<file path="config.mk">
export PLATFORM = sky130hd
export DESIGN_NAME = uart_tx_arbiter
export DESIGN_NICKNAME = d
export VERILOG_FILES = /design/src/rtl/uart_tx_arbiter.sv
export SDC_FILE = /design/constraint.sdc
export NUM_CORES = 1
export LEC_CHECK = 0
export BUFFER_PORTS_ARGS = -buffer_cell sky130_fd_sc_hd__clkbuf_2
export CORE_UTILIZATION = 50
export DETAILED_ROUTE_END_ITERATION = 10
export GPL_TIMING_DRIVEN = 0
export PLACE_DENSITY = 0.88
export SYNTH_ARGS = -nofsm -noshare
export SYNTH_HDL_FRONTEND = slang
export SYNTH_SLANG_ARGS = --single-unit
</file>
<file path="constraint.sdc">
create_clock -name Clk -period 3.9 [get_ports Clk]
set_input_delay 0.39 -clock Clk [delete_from_list [all_inputs] [get_ports Clk]]
set_output_delay 0.39 -clock Clk [all_outputs]
set_load 0.005 [all_outputs]
</file>
<file path="src/rtl/uart_tx_arbiter.sv">
// Round-robin arbiter sharing one uart_data_tx between an echo port (0) and a
// status port (1); latches the winning frame, pulses send_en and acks on Tx_Done or timeout.
module uart_tx_arbiter #(
    parameter int DATA_WIDTH  = 32,
    parameter int TIMEOUT_CYC = 1_000_000
) (
    input  logic                  Clk,
    input  logic                  Rst_n,
    input  logic                  req0,
    input  logic [DATA_WIDTH-1:0] data0,
    output logic                  ack0,
    input  logic                  req1,
    input  logic [DATA_WIDTH-1:0] data1,
    output logic                  ack1,
    output logic [DATA_WIDTH-1:0] tx_data,
    output logic                  send_en,
    input  logic                  tx_done,
    output logic                  busy,
    output logic                  grant_id,
    output logic                  err
);

    localparam logic [1:0] ST_IDLE = 2'd0;
    localparam logic [1:0] ST_LOAD = 2'd1;
    localparam logic [1:0] ST_WAIT = 2'd2;
    localparam logic [1:0] ST_DONE = 2'd3;

    localparam int CNT_W = (TIMEOUT_CYC > 1) ? $clog2(TIMEOUT_CYC) : 1;
    localparam logic [CNT_W-1:0] CNT_LAST = CNT_W'(TIMEOUT_CYC - 1);

    logic [1:0]       state;
    logic [CNT_W-1:0] cnt;
    logic             last_grant;
    logic             pick;

    // On contention the port that did not win last time is served.
    always_comb begin
        pick = 1'b0;
        if (req0 && req1) pick = ~last_grant;
        else              pick = req1;
    end

    always_ff @(posedge Clk or negedge Rst_n) begin
        if (!Rst_n) begin
            state      <= ST_IDLE;
            cnt        <= '0;
            last_grant <= 1'b1;
            tx_data    <= '0;
            send_en    <= 1'b0;
            ack0       <= 1'b0;
            ack1       <= 1'b0;
            busy       <= 1'b0;
            grant_id   <= 1'b0;
            err        <= 1'b0;
        end else begin
            send_en <= 1'b0;
            ack0    <= 1'b0;
            ack1    <= 1'b0;
            err     <= 1'b0;
            case (state)
                ST_IDLE: begin
                    if (req0 || req1) begin
                        tx_data    <= pick ? data1 : data0;
                        grant_id   <= pick;
                        last_grant <= pick;
                        busy       <= 1'b1;
                        state      <= ST_LOAD;
                    end
                end
                ST_LOAD: begin
                    send_en <= 1'b1;
                    cnt     <= '0;
                    state   <= ST_WAIT;
                end
                ST_WAIT: begin
                    if (cnt != '1) cnt <= cnt + 1'b1;
                    // tx_done wins over a timeout landing on the same cycle
                    if (tx_done || (cnt == CNT_LAST)) begin
                        ack0  <= ~grant_id;
                        ack1  <= grant_id;
                        err   <= ~tx_done;
                        state <= ST_DONE;
                    end
                end
                ST_DONE: begin
                    busy  <= 1'b0;
                    state <= ST_IDLE;
                end
                default: state <= ST_IDLE;
            endcase
        end
    end

endmodule

</file>
==> qor.csv <==
stage;metric;value;unit
critical_path;buffers and inverters on the worst path;2;
detailed_routing;detailed-route vias per instance;5.61;
critical_path;RR Startpoint;state[0]$_DFFE_PN0P_;
critical_path;cell-by-cell listing of the critical path;inv_1, ha_1, clkbuf_1, nor2_1, a31oi_1, a211oi_1;
detailed_routing;Remaining DRCs;0;
timing;final critical delay including setup and external delays;2.31;ns
timing;Period Utilization, post-route;0.591;
detailed_routing;total number of vias;2832;
detailed_routing;first-pass iteration count of the detailed router;4;
critical_path;critical path depth in cells;6;
cts;TritonCTS clock tree;done;
finish;Area growth, synth to finish;26.6;%
critical_path;data required time at the worst endpoint;4.06;ns
detailed_routing;Routed met1 length;3200;µm
yosys;cell count after synthesis;308;
power;leakage power;2.00;nW
timing;number of hold violations in the final report;0;
die;total I/O pin count;107;
yosys;sequential fraction of the synthesis area;0.491;
cts;buffer type at the clock tree root;sky130_fd_sc_hd__clkbuf_8;
die;number of rows in the core area;28;
timing;clk_skew;0.0111;ns
yosys;share of the synthesized area in the top cell type;0.483;
cts;CTS H-Tree Depth;3;
cts;number of setup buffers added after CTS;0;
detailed_routing;remaining antenna violation count after routing;0;
critical_path;delay-heaviest family, CP;compound AO/OA/AOI/OAI gates;
die;height of the chip;80.9;µm
finish;Finished Cell Area;3940;µm²
global_routing;number of global-route vias before repair;2638;
placement;I/O Buffers;106;
yosys;cell accounting for the most synthesized area;sky130_fd_sc_hd__dfrtp_1;
timing;transition at the pin with the smallest max-transition slack;0.984;ns
yosys;ys flop type;sky130_fd_sc_hd__dfrtp_1;
detailed_routing;highest routing layer actually used;met4;
global_routing;gr ovfl total;0;
cts;clock sink count;61;
cts;Worst-path clk slew;0.07;ns
placement;DP Area;3740;µm²
critical_path;beginning of the critical path;state[0]$_DFFE_PN0P_;
yosys;post-synthesis area per instance;10.1;µm²
power;Power Dens Cells;631;nW/µm²
timing;Final setup viols;0;
critical_path;number of cells on the worst reg-to-reg path;6;
timing;remaining max-slew budget at the tightest pin;0.341;
critical_path;peak fanout along the critical path;10;
detailed_routing;Routed Wire Length;7680;µm
die;core area;5960;µm²
timing;Achievable Freq;434;MHz
global_routing;overall track demand over capacity in global routing;0.241;
finish;post-route non-filler standard cell count;505;
cts;buffer depth of the longest clock path;2;
global_routing;largest net degree at the start of global routing;62;
timing;unrepaired setup endpoints after global routing;no;
yosys;post-synthesis simple-gate area fraction;0.168;
worst_hold_path;path type of the worst min-delay path;input pin to asynchronous set/reset pin;
yosys;Yosys Warn Count;0;
job;max_cap viols;0;
yosys;adder-cell share of the synthesized area;0.0201;
yosys;Compound-Gate Fraction of Synth Area;0.155;
placement;gpl congestion;0.814;
yosys;count of flip-flops with a built-in enable after synthesis;0;
global_routing;antenna violations before repair;0;
yosys;area of the mapped netlist;3110;µm²
critical_path;Arrival @ worst endpoint;2.46;ns
cts;number of buffers inserted by hold repair at cts;0;
critical_path;Max stage delay cell, worst path;sky130_fd_sc_hd__a31oi_1;
yosys;mux cell area share after synthesis;0.132;
placement;detailed placement HPWL;5550;µm
yosys;share of synthesized flip-flops with an asynchronous set or reset;1.00;
power;final total power;2.49;mW
finish;proportion of layout cells with a drive suffix above 1;0.312;
detailed_routing;routed length on met2;3970;µm
detailed_routing;met3 WL;381;µm
timing;number of pins with negative max-slew slack in the final report;0;
yosys;Distinct cells, synth;50;
power;Max rail drop VDD;0.485;mV
yosys;leading cell types by total area after synthesis;sky130_fd_sc_hd__dfrtp_1 (48%), sky130_fd_sc_hd__mux2i_1 (13%), sky130_fd_sc_hd__nand2_1 (5.9%);
critical_path;critical path's largest stage delay;0.74;ns
global_routing;wire length of the first global-routing pass;12000;µm
finish;final net count;499;
cts;Clock Latency Late Sink;0.35;ns
finish;number of antenna diodes;0;
die;die outline area;6540;µm²
critical_path;critical path startpoint category;register;
detailed_routing;average detailed-routed wire length per instance;15.2;µm
yosys;Post-Syn Nets;382;
die;die outline width;80.9;µm
critical_path;endpoint of the most critical register-to-register path;cnt[13]$_DFFE_PN0P_;
timing;Setup TNS;0;ns
yosys;flop and latch count out of synthesis;61;
die;initial standard-cell utilization of the core;0.522;
detailed_routing;count of routing violations after the opening detailed-route iteration;211;
run_status;run status;completed;
critical_path;critical path start-end classification;register to register;
critical_path;setup slack on the worst flop-to-flop path;1.59;ns
yosys;largest family of logic cells by synthesized area;simple AND/OR/NAND/NOR gates;
cts;cts bufs inserted;9;
placement;Inst Count DP;489;
critical_path;Critical Path End Type;register;
yosys;Synth Area in XOR/XNOR;0;
cts;count of cells resized by post-cts repair;0;
==> power breakdown <==
part | leakage (nW) | total [mW] | switching [mW] | internal, mW
Clock | 0.0943 | 0.568 | 0.258 | 0.310
Combinational | 1.12 | 0.931 | 0.551 | 0.380
Sequential | 0.784 | 0.987 | 0.135 | 0.852
==> per-stage QoR <==
| stage | utilization | hold slack, ns | setup WS, ns |
|---|---|---|---|
| finish | 0.661 | 0.162 | 1.59 |
| global placement | 0.627 | 0.467 | 1.72 |
| floorplan | - | 0.0944 | 2.02 |
| global route | 0.661 | 0.237 | 1.39 |
| detailed placement | 0.628 | 0.474 | 1.62 |
| CTS | 0.661 | 0.206 | 1.63 |
==> Yosys cell counts (2+ instances only) <==
cell type	n
sky130_fd_sc_hd__dfrtp_1	60
sky130_fd_sc_hd__nand2_1	49
sky130_fd_sc_hd__mux2i_1	41
sky130_fd_sc_hd__o21ai_1	36
sky130_fd_sc_hd__clkbuf_1	11
sky130_fd_sc_hd__nor2_1	11
sky130_fd_sc_hd__inv_1	9
sky130_fd_sc_hd__a31oi_1	8
sky130_fd_sc_hd__a21oi_1	6
sky130_fd_sc_hd__ha_1	5
sky130_fd_sc_hd__nand3_1	5
sky130_fd_sc_hd__nand4_1	5
sky130_fd_sc_hd__and3_1	4
sky130_fd_sc_hd__and4_1	4
sky130_fd_sc_hd__o211ai_1	4
sky130_fd_sc_hd__and2_1	3
sky130_fd_sc_hd__buf_2	3
sky130_fd_sc_hd__o2111ai_1	3
sky130_fd_sc_hd__o211ai_2	3
sky130_fd_sc_hd__a211oi_1	2
sky130_fd_sc_hd__a41oi_1	2
sky130_fd_sc_hd__buf_1	2
sky130_fd_sc_hd__nand2b_1	2
sky130_fd_sc_hd__nor3_1	2
sky130_fd_sc_hd__nor3b_1	2
sky130_fd_sc_hd__nor4_1	2
==> logic make-up (layout without fill, tap and decap cells) <==
logic type                 count (synthesis)  count (layout)
DFF                                       61              61
and+or+nand+nor                           99              99
adders and majority gates                  5               5
AOI/OAI and AO/OA                         76              76
muxes                                     41              41
buffers and inverters                     26             148
==> layout make-up <==
type | count | area (µm²)
Buffer | 17 | 71.3
Clock buffer | 10 | 138
Clock inverter | 6 | 62.6
Fill cell | 465 | 2020
Inverter | 9 | 33.8
Multi-Input combinational cell | 221 | 1480
Sequential cell | 61 | 1530
Tap cell | 75 | 93.8
Timing Repair Buffer | 106 | 533
==> cells in the final DEF (no fill, tap or decap), types with 3 or more instances in the layout <==
master	instances
sky130_fd_sc_hd__a31oi_1	8
sky130_fd_sc_hd__clkbuf_1	11
sky130_fd_sc_hd__nand4_1	5
sky130_fd_sc_hd__buf_2	3
sky130_fd_sc_hd__o21ai_1	36
sky130_fd_sc_hd__nor2_1	11
sky130_fd_sc_hd__inv_1	9
sky130_fd_sc_hd__o2111ai_1	3
sky130_fd_sc_hd__nand3_1	5
sky130_fd_sc_hd__o211ai_2	3
sky130_fd_sc_hd__dfrtp_1	60
sky130_fd_sc_hd__and2_1	3
sky130_fd_sc_hd__mux2i_1	41
sky130_fd_sc_hd__clkbuf_2	105
sky130_fd_sc_hd__clkinvlp_4	3
sky130_fd_sc_hd__and4_1	4
sky130_fd_sc_hd__and3_1	4
sky130_fd_sc_hd__o211ai_1	4
sky130_fd_sc_hd__clkbuf_8	10
sky130_fd_sc_hd__ha_1	5
sky130_fd_sc_hd__nand2_1	49
sky130_fd_sc_hd__a21oi_1	6
==> state kept, by name, summed over array words and instances, names as in the netlist <==
name,cells
tx_data,32
busy,1
err,1
cnt,20
ack0,1
grant_id,1
send_en,1
ack1,1
state,2
last_grant,1
==> routing by layer <==
metal	vias to the layer above	GRT usage
li1	1354	-
met1	1356	0.294
met2	108	0.406
met3	14	0.0506
met4	0	0.116
met5	-	0
==> worst max path at each step <==
stage,to,slack (ns)
CTS,cnt[13]$_DFFE_PN0P_,1.63
floorplan,cnt[15]$_DFFE_PN0P_,2.02
finish,cnt[13]$_DFFE_PN0P_,1.59
detailed placement,cnt[10]$_DFFE_PN0P_,1.62
global placement,cnt[13]$_DFFE_PN0P_,1.72
global route,cnt[13]$_DFFE_PN0P_,1.39
Power figures use the tool's default switching activity.
